## config.mk

```make
export PLATFORM = sky130hd
export DESIGN_NAME = pipe_hazard_ctrl
export DESIGN_NICKNAME = d
export VERILOG_FILES = /design/src/rtl/pipe_hazard_ctrl.sv
export SDC_FILE = /design/constraint.sdc
export NUM_CORES = 1
export LEC_CHECK = 0
export ABC_AREA = 1
export ABC_CLOCK_PERIOD_IN_PS = 7030
export CORE_ASPECT_RATIO = 0.75
export CORE_MARGIN = 4
export CORE_UTILIZATION = 49
export DETAILED_ROUTE_END_ITERATION = 16
export PLACE_DENSITY = 0.82
export SLEW_MARGIN = 40
export SYNTH_ARGS = -nofsm -noshare
export SYNTH_HDL_FRONTEND = slang
export SYNTH_SLANG_ARGS = --single-unit
export TNS_END_PERCENT = 30
```

## constraint.sdc

```tcl
create_clock -name clk_i -period 7.03 [get_ports clk_i]
set_input_delay 1.7575 -clock clk_i [delete_from_list [all_inputs] [get_ports clk_i]]
set_output_delay 1.7575 -clock clk_i [all_outputs]
set_load 0.1 [all_outputs]
```

## src/rtl/pipe_hazard_ctrl.sv

```systemverilog
// Stall/flush controller for the 5-stage RISC-V pipeline: boot sequencing,
// load-use / EX-redirect / memory-wait hazards, and saturating perf counters.
module pipe_hazard_ctrl #(
  parameter int BOOT_CYCLES = 2,
  parameter int MEM_TIMEOUT = 64,
  parameter int CNT_W       = 32
) (
  input  logic             clk_i,
  input  logic             reset_i,
  input  logic [4:0]       id_rs1_i,
  input  logic [4:0]       id_rs2_i,
  input  logic             id_uses_rs1_i,
  input  logic             id_uses_rs2_i,
  input  logic [4:0]       ex_rd_i,
  input  logic             ex_memread_i,
  input  logic             ex_redirect_i,
  input  logic             mem_req_i,
  input  logic             mem_ready_i,
  output logic             pc_en_o,
  output logic             ifid_en_o,
  output logic             ifid_flush_o,
  output logic             idex_en_o,
  output logic             idex_flush_o,
  output logic             exmem_en_o,
  output logic             memwb_en_o,
  output logic             mem_timeout_o,
  output logic [CNT_W-1:0] stall_cnt_o,
  output logic [CNT_W-1:0] flush_cnt_o
);

  typedef enum logic [1:0] {ST_BOOT, ST_RUN, ST_MEM_WAIT, ST_ERR} state_t;

  state_t     state, state_nxt;
  logic [3:0] boot_cnt, boot_cnt_nxt;
  logic [7:0] wait_cnt, wait_cnt_nxt;
  logic       load_use;
  logic       run_eval;
  logic       flush_evt;
  logic       stall_evt;

  function automatic logic [CNT_W-1:0] sat_inc(input logic [CNT_W-1:0] v);
    return (&v) ? v : v + CNT_W'(1);
  endfunction

  // x0 is never a real producer, so it can never create a load-use hazard
  assign load_use = ex_memread_i && (ex_rd_i != 5'd0) &&
                    ((id_uses_rs1_i && (id_rs1_i == ex_rd_i)) ||
                     (id_uses_rs2_i && (id_rs2_i == ex_rd_i)));

  always_comb begin
    state_nxt    = state;
    boot_cnt_nxt = boot_cnt;
    wait_cnt_nxt = wait_cnt;
    run_eval     = 1'b0;
    flush_evt    = 1'b0;
    pc_en_o      = 1'b0;
    ifid_en_o    = 1'b0;
    ifid_flush_o = 1'b0;
    idex_en_o    = 1'b0;
    idex_flush_o = 1'b0;
    exmem_en_o   = 1'b0;
    memwb_en_o   = 1'b0;

    case (state)
      ST_BOOT: begin
        ifid_flush_o = 1'b1;
        idex_en_o    = 1'b1;
        idex_flush_o = 1'b1;
        exmem_en_o   = 1'b1;
        memwb_en_o   = 1'b1;
        boot_cnt_nxt = boot_cnt + 4'd1;
        if (boot_cnt == 4'(BOOT_CYCLES - 1)) state_nxt = ST_RUN;
      end
      ST_RUN: begin
        if (mem_req_i && !mem_ready_i) begin
          state_nxt    = ST_MEM_WAIT;
          wait_cnt_nxt = 8'd1;
        end else begin
          run_eval = 1'b1;
        end
      end
      ST_MEM_WAIT: begin
        // A ready in the timeout cycle still wins over the error
        if (mem_ready_i) begin
          state_nxt    = ST_RUN;
          wait_cnt_nxt = 8'd0;
          run_eval     = 1'b1;
        end else begin
          wait_cnt_nxt = wait_cnt + 8'd1;
          if ((wait_cnt + 8'd1) == 8'(MEM_TIMEOUT)) state_nxt = ST_ERR;
        end
      end
      default: ;
    endcase

    if (run_eval) begin
      if (ex_redirect_i) begin
        pc_en_o      = 1'b1;
        ifid_en_o    = 1'b1;
        ifid_flush_o = 1'b1;
        idex_en_o    = 1'b1;
        idex_flush_o = 1'b1;
        exmem_en_o   = 1'b1;
        memwb_en_o   = 1'b1;
        flush_evt    = 1'b1;
      end else if (load_use) begin
        idex_en_o    = 1'b1;
        idex_flush_o = 1'b1;
        exmem_en_o   = 1'b1;
        memwb_en_o   = 1'b1;
      end else begin
        pc_en_o      = 1'b1;
        ifid_en_o    = 1'b1;
        idex_en_o    = 1'b1;
        exmem_en_o   = 1'b1;
        memwb_en_o   = 1'b1;
      end
    end
  end

  assign stall_evt     = ((state == ST_RUN) || (state == ST_MEM_WAIT)) && !pc_en_o;
  assign mem_timeout_o = (state == ST_ERR);

  always_ff @(posedge clk_i or posedge reset_i) begin
    if (reset_i) begin
      state       <= ST_BOOT;
      boot_cnt    <= 4'd0;
      wait_cnt    <= 8'd0;
      stall_cnt_o <= '0;
      flush_cnt_o <= '0;
    end else begin
      state    <= state_nxt;
      boot_cnt <= boot_cnt_nxt;
      wait_cnt <= wait_cnt_nxt;
      if (stall_evt) stall_cnt_o <= sat_inc(stall_cnt_o);
      if (flush_evt) flush_cnt_o <= sat_inc(flush_cnt_o);
    end
  end

endmodule

```

==> key figures, run 1 <==
Final layout
  • Area delta synth->final: 17.5%
  • Layout cells sized above 1: 0.124
  • Final nets: 897
  • Post-Layout Cell Count: 1,004
  • # diodes: 0
  • Post-route cell area: 6260 sq um
  • Final core utilization: 0.599
  • Fill count: 1,012

CTS
  • CTS tree: yes
  • TritonCTS Buffers: 9
  • H-tree Lvls: 3
  • Cts-stage hold buffer count: 0
  • Clk sinks: 78
  • CTS clock-pin slew for the worst setup and hold paths: 0.06 ns
  • CTS root buf: clkbuf_16
  • Clk buf depth: 2
  • CTS-repair resized insts: 0
  • Clk Latency, worst-skew pair: 0.34 ns
  • Post-CTS Setup Repair Bufs: 0

STA
  • Worst hold slack: 0.479 ns
  • RSZ-0062 raised after global routing: no
  • Final Critical Period: 5.57 ns
  • Clk_skew: 0.00571 ns
  • Final Max Slew Viols: 0
  • Worst-margin pin slew: 0.730 ns
  • Setup TNS: 0 ns
  • Max Fclk: 0.180 GHz
  • Fin crit share: 0.792
  • Final Hold Violating Endpoints: 0
  • Slew Limit Headroom: 0.513
  • Setup violation total in the final timing report: 0

Synthesis
  • Post-synth net total: 814
  • Post-synthesis sequential area ratio: 0.366
  • Cell Area, Synth: 5330 sq um
  • EDFF count, synth: 0
  • Main flop type after synthesis: dfrtp_1
  • Syn Area/Cell: 6.83 sq um
  • Synth cell types: 31
  • Post-synthesis cell count: 780
  • Dominant cells by area after synthesis: dfrtp_1 (37%), nand2_1 (23%), nor2_1 (7.4%)
  • Synth warn: 0
  • Synth Register Bits: 78
  • Share of the synthesized area in the top cell type: 0.366
  • Asr flop ratio synth: 1.00
  • Synth area leader: dfrtp_1

Power
  • Worst vdd ir: 0.234 mV
  • Sw Share: 0.491
  • Sw Pwr: 0.000937 W
  • P per Cell Area: 305 nW/um^2
  • Leakage power: 3.17 nW
  • Pint: 0.000971 W
  • Sequential share of power: 0.292
  • Comb power frac: 0.446
  • Clock share of power: 0.262

Global route
  • Number of global-route vias before repair: 4,732
  • Antenna violations before repair: 0
  • All-Layer GR Usage: 0.238
  • First-pass GRT wire length: 24,100 microns
  • Total gr overflow: 0
  • Largest net degree at the start of global routing: 79

Die
  • I/O pin count: 95
  • Chip height: 98.3 microns
  • Core footprint: 10,500 sq um
  • # rows: 32
  • DIE AREA: 12,600 sq um
  • Starting density of the core: 0.510
  • Die X-Extent: 128 microns

Worst setup path
  • Worst endpoint data arrival time: 3.81 ns
  • Crit-path max FO: 35
  • Crit end category: output pin
  • Required @ worst endpoint: 5.27 ns
  • CP Launch Type: input port
  • Setup CP Type: input port to output pin

Drt
  • Drt wl/cell: 14.4 microns
  • Vias per cell: 5.23
  • Via count: 5,253
  • WL final: 14,400 microns
  • DRC: 0
  • First-pass DRT Iterations: 5
  • DRT antenna net count: 0
  • Starting DRT DRC Count: 455

Place
  • Post-DP HPWL: 10,700 microns
  • Placed inst area: 5940 sq um
  • Gp weighted congestion: 0.991
  • Post-Place Cells: 988
  • Port buffer count: 94

Worst hold path
  • Worst Hold Class: flop to flop

Run status
  • Outcome: completed

Run
  • Max cap viols: 0
[power by group through the flow]
stage               clock (W)  combinational (W)  sequential [W]
floorplan                   0           0.000603        0.000698
finish               0.000499           0.000851        0.000558
global placement            0           0.000857        0.000562
global route         0.000526           0.000919        0.000565
CTS                  0.000507           0.000851        0.000556
detailed placement          0           0.000847        0.000563
[state kept, by name, indices dropped and copies added (netlist names)]
name and flops:
boot_cnt 4, flush_cnt_o 32, stall_cnt_o 32, state 2, wait_cnt 8
[cells by family after synthesis]
logic type                 Yosys count  share of synthesized area
xor gates and xnor gates            60                     0.0986
DFF                                 78                      0.366
buffers and inverters               86                     0.0759
AOI/OAI and AO/OA                   24                     0.0263
and+or+nand+nor                    521                      0.407
adders and majority gates           11                     0.0258
[metrics by stage]
stage | power [W] | worst slack, ns
after global placement | 0.00142 | 1.51
after CTS | 0.00191 | 1.46
after detailed placement | 0.00141 | 1.47
final | 0.00191 | 1.46
after global routing | 0.00201 | 1.21
after floorplan | 0.00130 | 0.264
[layout make-up]
class                      count  area [sq um]  area share
clock inverter                 6          86.3      0.0138
timing repair buffer          95           609      0.0974
multi-input combinational    616          2970       0.475
sequential                    78          1950       0.312
clock buffer                  10           229      0.0366
inverter                      63           238      0.0380
tap                          136           170      0.0272
[cell usage after synthesis, drive strengths merged (3+ instances only)]
cell   number
nand2     328
dfrtp      78
nor2      109
nand3      24
ha         11
buf        22
inv        63
nor3       14
a21oi       3
xnor2      27
xor2       33
nand4      42
o21ai      17
[critical path: stages]
cell and delay (ns):
clkdlybuf4s50_1 0.52, inv_2 0.07, a21oi_4 0.19, inv_1 0.06, o21ai_0 0.08, nand2_1 0.10
inv_1 0.14, nand2_2 0.39, inv_1 0.19, buf_4 0.31
[worst paths after layout]
path                            cells past startpoint  slack (ns)   startpoint              to
worst min register to register                      1        0.48  boot_cnt[3]     boot_cnt[3]
worst max register to register                      8        3.99     state[1]  flush_cnt_o[1]
max in group asynchronous                           3        4.58      reset_i  stall_cnt_o[0]
min in group asynchronous                           3        1.91      reset_i     wait_cnt[7]
worst min-delay path                                1        0.48  boot_cnt[3]     boot_cnt[3]
worst max-delay path                               10        1.46  mem_ready_i         pc_en_o
[cell usage in the layout, fill, tap and decap left out]
master,synthesis,routed
ha_2,0,1
clkinv_4,0,1
inv_2,4,4
buf_4,5,7
nand2_2,4,4
o22ai_1,2,2
bufinv_16,0,2
o21ai_1,3,3
nor2_1,105,105
nor2_4,1,1
nand4_2,1,1
nor3_1,14,14
clkinvlp_4,0,1
nor4_1,1,1
clkbuf_1,1,1
buf_6,7,1
dfrtp_1,78,78
ha_1,11,10
a21oi_4,1,1
nand2_1,324,324
nand3b_1,2,2
o21ai_0,14,14
clkbuf_16,0,9
nor2_2,3,3
xnor2_1,27,27
o31ai_1,1,1
clkinv_2,0,3
inv_1,59,58
a31o_2,1,1
nand3_1,22,22
nor3b_2,1,1
clkdlybuf4s50_1,0,22
nand4_1,41,41
buf_2,8,65
xor2_1,33,33
a21oi_1,2,2
nand3_2,2,2
[per-layer routing]
| layer | vias up | GRT usage | share of wire |
|---|---|---|---|
| met3 | 10 | 0.0563 | 0.092 |
| met4 | 0 | 0.0432 | 0.0062 |
| met2 | 198 | 0.332 | 0.41 |
| li1 | 2613 | - | - |
| met5 | - | 0 | 0 |
| met1 | 2432 | 0.374 | 0.49 |
Note: power is estimated with default switching activity, not from simulation.
==> inputs of run 2 (changes only) <==
Settings changed: ABC_CLOCK_PERIOD_IN_PS 7030 to 4930, PLACE_DENSITY 0.82 to 0.85.
Clock period 7.03 ns to 4.93 ns, I/O delays scaled along.
==> run 2 against run 1 <==
Routed wire length fell by 1.6%; clock power grew 39%; highest routed layer unchanged; sequential share of layout area is 0.50 points lower; worst hold slack better by 0.0032 ns; largest power group unchanged.
==> key figures, run 2 (synthesis results as in run 1) <==
CTS
  • CTS clock-pin slew for the worst setup and hold paths: 0.07 ns
  • Clk buf depth: 2
  • CTS-repair resized insts: 0
  • Clk Latency, worst-skew pair: 0.34 ns
  • Clk sinks: 78
  • Cts-stage hold buffer count: 0
  • CTS tree: yes
  • CTS root buf: clkbuf_16
  • Post-CTS Setup Repair Bufs: 0
  • TritonCTS Buffers: 9
  • H-tree Lvls: 3

Worst setup path
  • Register-to-Register Path Depth: 10
  • Setup CP Type: input port to output pin
  • Reg-to-reg endpoint: stall_cnt_o[23]
  • Required @ worst endpoint: 3.70 ns
  • Flop-to-flop setup slack: 2.15 ns
  • Crit-path max FO: 6
  • CP Launch Type: input port
  • Worst endpoint data arrival time: 2.90 ns
  • Origin of the critical flop-to-flop path: state[0]
  • Crit end category: output pin

Final layout
  • Layout cells sized above 1: 0.127
  • Most frequent cells in the layout: nand2_1 (324), nor2_1 (105), dfrtp_1 (78), buf_2 (65), inv_1 (58)
  • # diodes: 0
  • Largest registers: flush_cnt_o: 32 flops, stall_cnt_o: 32 flops, wait_cnt: 8 flops
  • Final nets: 900
  • Commonest non-fill, non-tap cell in the layout: nand2_1
  • Area delta synth->final: 19.4%

Power
  • Leakage power: 3.21 nW
  • Worst vdd ir: 0.379 mV
  • P per Cell Area: 444 nW/um^2

Drt
  • Drt wl/cell: 14.1 microns
  • First-pass DRT Iterations: 6
  • DRT antenna net count: 0
  • Via count: 5,291
  • Vias per cell: 5.25
  • DRC: 0
  • Starting DRT DRC Count: 495
  • WL final: 14,200 microns

Die
  • # rows: 32
  • Chip height: 98.3 microns
  • Core footprint: 10,500 sq um
  • I/O pin count: 95
  • Die X-Extent: 128 microns
  • DIE AREA: 12,600 sq um
  • Starting density of the core: 0.510

Worst hold path
  • Worst Hold Class: flop to flop
  • Hold Path Depth: 1
  • Hold endpoint: boot_cnt[3]
  • Worst Hold Launch: boot_cnt[3]

STA
  • Final Max Slew Viols: 0
  • RSZ-0062 raised after global routing: no
  • Setup violation total in the final timing report: 0
  • Worst-margin pin slew: 0.645 ns
  • Final Hold Violating Endpoints: 0
  • Max Fclk: 0.242 GHz
  • Clk_skew: 0.00829 ns
  • Fin crit share: 0.838
  • Final Critical Period: 4.13 ns
  • Slew Limit Headroom: 0.569
  • Worst hold slack: 0.482 ns
  • Setup TNS: 0 ns

Global route
  • Total gr overflow: 0
  • Antenna violations before repair: 0
  • All-Layer GR Usage: 0.233
  • Largest net degree at the start of global routing: 59
  • Number of global-route vias before repair: 4,780
  • First-pass GRT wire length: 24,100 microns

Place
  • Port buffer count: 94
  • Gp weighted congestion: 1.01
  • Post-DP HPWL: 10,500 microns

Run
  • Max cap viols: 0

Run status
  • Outcome: completed
run 2: worst max-delay path by stage:
| stage | from | end | cells after the start |
|---|---|---|---|
| 5_1_grt | mem_ready_i | idex_flush_o | 9 |
| 6_report | mem_ready_i | idex_flush_o | 9 |
| 3_3_place_gp | mem_ready_i | idex_flush_o | 9 |
| 2_1_floorplan | mem_ready_i | idex_flush_o | 7 |
| 3_5_place_dp | mem_ready_i | idex_flush_o | 9 |
| 4_1_cts | mem_ready_i | idex_flush_o | 9 |
run 2: power breakdown:
| part | switching [W] | total (W) | internal [W] |
|---|---|---|---|
| registers | 0.0000892 | 0.000794 | 0.000705 |
| clock network | 0.000284 | 0.000694 | 0.000410 |
| logic | 0.000999 | 0.00134 | 0.000339 |
run 2: final cells by class:
| class | count | area, sq um |
|---|---|---|
| multi-input combinational | 616 | 2970 |
| sequential | 78 | 1950 |
| clock buffer | 10 | 239 |
| tap | 136 | 170 |
| fill | 946 | 4090 |
| clock inverter | 6 | 70.1 |
| inverter | 63 | 241 |
| timing repair buffer | 98 | 716 |
run 2: through the flow:
stage / total power (W) / instances / worst slack, ns / utilization / cell area (sq um)
final: 0.00283 / 1007 / 0.797 / 0.609 / 6360
after detailed placement: 0.00214 / 991 / 0.794 / 0.579 / 6050
after CTS: 0.00284 / 1007 / 0.792 / 0.609 / 6360
after global placement: 0.00215 / 991 / 0.868 / 0.610 / 6370
after global routing: 0.00297 / 1007 / 0.698 / 0.609 / 6360
after floorplan: 0.00186 / 780 / 0.0501 / - / 5330
run 2: layer usage:
metal | vias to the layer above | GRT usage | wire length (microns)
met5 | - | 0 | 0
met3 | 18 | 0.0590 | 1110
li1 | 2620 | - | -
met2 | 175 | 0.322 | 6000
met1 | 2478 | 0.360 | 6900
met4 | 0 | 0.0620 | 182
run 2: worst max-delay path, cell delays in order:
cell and delay [ns]:
clkdlybuf4s50_1 0.52, inv_2 0.07, a21oi_4 0.19, inv_1 0.05, o21ai_0 0.07, nand2_1 0.10, o21ai_1 0.28, a31o_2 0.20
buf_12 0.18
==> inputs of run 3 (changes only) <==
Settings changed: ABC_CLOCK_PERIOD_IN_PS 4930 to 3900, PLACE_DENSITY 0.85 to 0.82.
Clock period 4.93 ns to 3.9 ns, I/O delays scaled along.
==> run 3 against run 2 <==
Clock power rose by 35%; worst hold slack better by 0.0053 ns; via count grew 0.55%; combinational power increased by 28%; register-to-register slack lost 0.82 ns; cell count is 0.30% higher; die area unchanged; power is 29% higher; global-route usage about the same; clock skew decreased by 0.0011 ns; routed wire length increased by 2.6%; critical endpoint is now idex_en_o; highest routed layer unchanged.
==> key figures, run 3 (synthesis results as in run 1) <==
Final layout
  • Largest registers: flush_cnt_o: 32 flops, stall_cnt_o: 32 flops, wait_cnt: 8 flops
  • Commonest non-fill, non-tap cell in the layout: nand2_1
  • Final nets: 903
  • Fill count: 940
  • Final core utilization: 0.614
  • Area delta synth->final: 20.4%
  • Most frequent cells in the layout: nand2_1 (324), nor2_1 (105), dfrtp_1 (78), buf_2 (63), inv_1 (58)
  • Area of the multi-input gates: 2980 sq um
  • # diodes: 0
  • Register area: 1950 sq um
  • Layout cells sized above 1: 0.132

Power
  • Leakage power: 3.24 nW
  • Sequential share of power: 0.274
  • P per Cell Area: 570 nW/um^2
  • Worst vdd ir: 0.494 mV
  • Clock share of power: 0.257
  • Sw Pwr: 0.00172 W
  • Sw Share: 0.472
  • Pint: 0.00193 W
  • Comb power frac: 0.470

Run status
  • Outcome: completed

STA
  • Slew Limit Headroom: 0.545
  • Setup TNS: 0 ns
  • Fin crit share: 0.929
  • Max Fclk: 0.276 GHz
  • Setup violation total in the final timing report: 0
  • Final Hold Violating Endpoints: 0
  • Worst-margin pin slew: 0.677 ns
  • RSZ-0062 raised after global routing: no
  • Final Max Slew Viols: 0
  • Final Critical Period: 3.62 ns
  • Clk_skew: 0.00720 ns
  • Worst hold slack: 0.487 ns

Worst setup path
  • Crit-path max FO: 6
  • CP Launch Type: input port
  • Register-to-Register Path Depth: 14
  • Crit end category: output pin
  • Setup CP Type: input port to output pin
  • Worst endpoint data arrival time: 2.65 ns
  • CP startpoint: mem_ready_i
  • Reg-to-reg endpoint: stall_cnt_o[10]
  • Flop-to-flop setup slack: 1.33 ns
  • Worst Setup EP: idex_en_o
  • Required @ worst endpoint: 2.92 ns
  • Origin of the critical flop-to-flop path: state[1]

Global route
  • Total gr overflow: 0
  • All-Layer GR Usage: 0.234
  • First-pass GRT wire length: 24,000 microns
  • Largest net degree at the start of global routing: 49
  • Number of global-route vias before repair: 4,777
  • Antenna violations before repair: 0

Run
  • Max cap viols: 0

Drt
  • First-pass DRT Iterations: 6
  • Vias per cell: 5.27
  • Starting DRT DRC Count: 491
  • DRC: 0
  • WL final: 14,600 microns
  • Via count: 5,320
  • DRT antenna net count: 0
  • Drt wl/cell: 14.4 microns

Die
  • # rows: 32
  • Chip height: 98.3 microns
  • Die X-Extent: 128 microns
  • Core footprint: 10,500 sq um
  • I/O pin count: 95
  • Starting density of the core: 0.510
  • DIE AREA: 12,600 sq um

CTS
  • TritonCTS Buffers: 9
  • Clk Latency, worst-skew pair: 0.34 ns
  • Post-CTS Setup Repair Bufs: 0
  • CTS tree: yes
  • Cts-stage hold buffer count: 0
  • Clk buf depth: 2
  • CTS-repair resized insts: 0
  • CTS root buf: clkbuf_16
  • Clk sinks: 78
  • CTS clock-pin slew for the worst setup and hold paths: 0.06 ns
  • H-tree Lvls: 3

Place
  • Post-DP HPWL: 10,700 microns
  • Port buffer count: 94
  • Gp weighted congestion: 0.996

Worst hold path
  • Worst Hold Class: flop to flop
[run 3: cell types whose count changed in the layout (fill, tap and decap cells not counted), sizes merged]
cell / previous run / this run
buf: 76 / 79
clkinv: 3 / 2
clkinvlp: 2 / 1
bufinv: 1 / 2
clkbuf: 10 / 11
[run 3: power groups by stage]
| stage | Combinational, W | Clock (W) | Sequential [W] |
|---|---|---|---|
| floorplan | 0.00109 | 0 | 0.00126 |
| global placement | 0.00172 | 0 | 0.00101 |
| detailed placement | 0.00171 | 0 | 0.00101 |
| CTS | 0.00172 | 0.000952 | 0.00100 |
| global route | 0.00184 | 0.000984 | 0.00101 |
| finish | 0.00172 | 0.000938 | 0.00100 |
[run 3: how the worst min path moves through the flow]
stage               cells past startpoint         from     endpoint  slack [ns]
global route                            1  boot_cnt[3]  boot_cnt[3]        0.52
CTS                                     1  boot_cnt[3]  boot_cnt[3]        0.49
finish                                  1  boot_cnt[3]  boot_cnt[3]        0.49
floorplan                               1  boot_cnt[3]  boot_cnt[3]        0.45
global placement                        1  boot_cnt[3]  boot_cnt[3]        0.46
detailed placement                      1  boot_cnt[3]  boot_cnt[3]        0.48
[run 3: through the flow]
| stage | worst slack [ns] | instances | power, W | cell area, sq um |
|---|---|---|---|---|
| 4_1_cts | 0.287 | 1010 | 0.00367 | 6410 |
| 5_1_grt | 0.0921 | 1010 | 0.00383 | 6410 |
| 3_5_place_dp | 0.305 | 994 | 0.00272 | 6080 |
| 2_1_floorplan | 0.116 | 780 | 0.00235 | 5330 |
| 3_3_place_gp | 0.315 | 994 | 0.00273 | 6390 |
| 6_report | 0.276 | 1010 | 0.00365 | 6410 |
[run 3: final cells by class]
type / instances / area share
clock inverters: 5 / 0.0127
repair buffers: 101 / 0.116
clock buffers: 11 / 0.0394
inverters: 63 / 0.0373
multi-input cells: 616 / 0.464
well taps: 136 / 0.0265
flip-flops and latches: 78 / 0.304
[run 3: routing by layer]
| metal | wire length [microns] | track usage |
|---|---|---|
| met1 | 6950 | 0.357 |
| met2 | 6190 | 0.330 |
| met3 | 1210 | 0.0503 |
| met4 | 216 | 0.0669 |
| met5 | 0 | 0 |
[run 3: worst max-delay path, stage by stage]
cell and delay, ns:
clkdlybuf4s50_1 0.51, inv_2 0.06, a21oi_4 0.18, inv_1 0.06
o21ai_0 0.10, nand2_1 0.14, inv_1 0.13, nor2_1 0.07
inv_1 0.21, buf_12 0.21
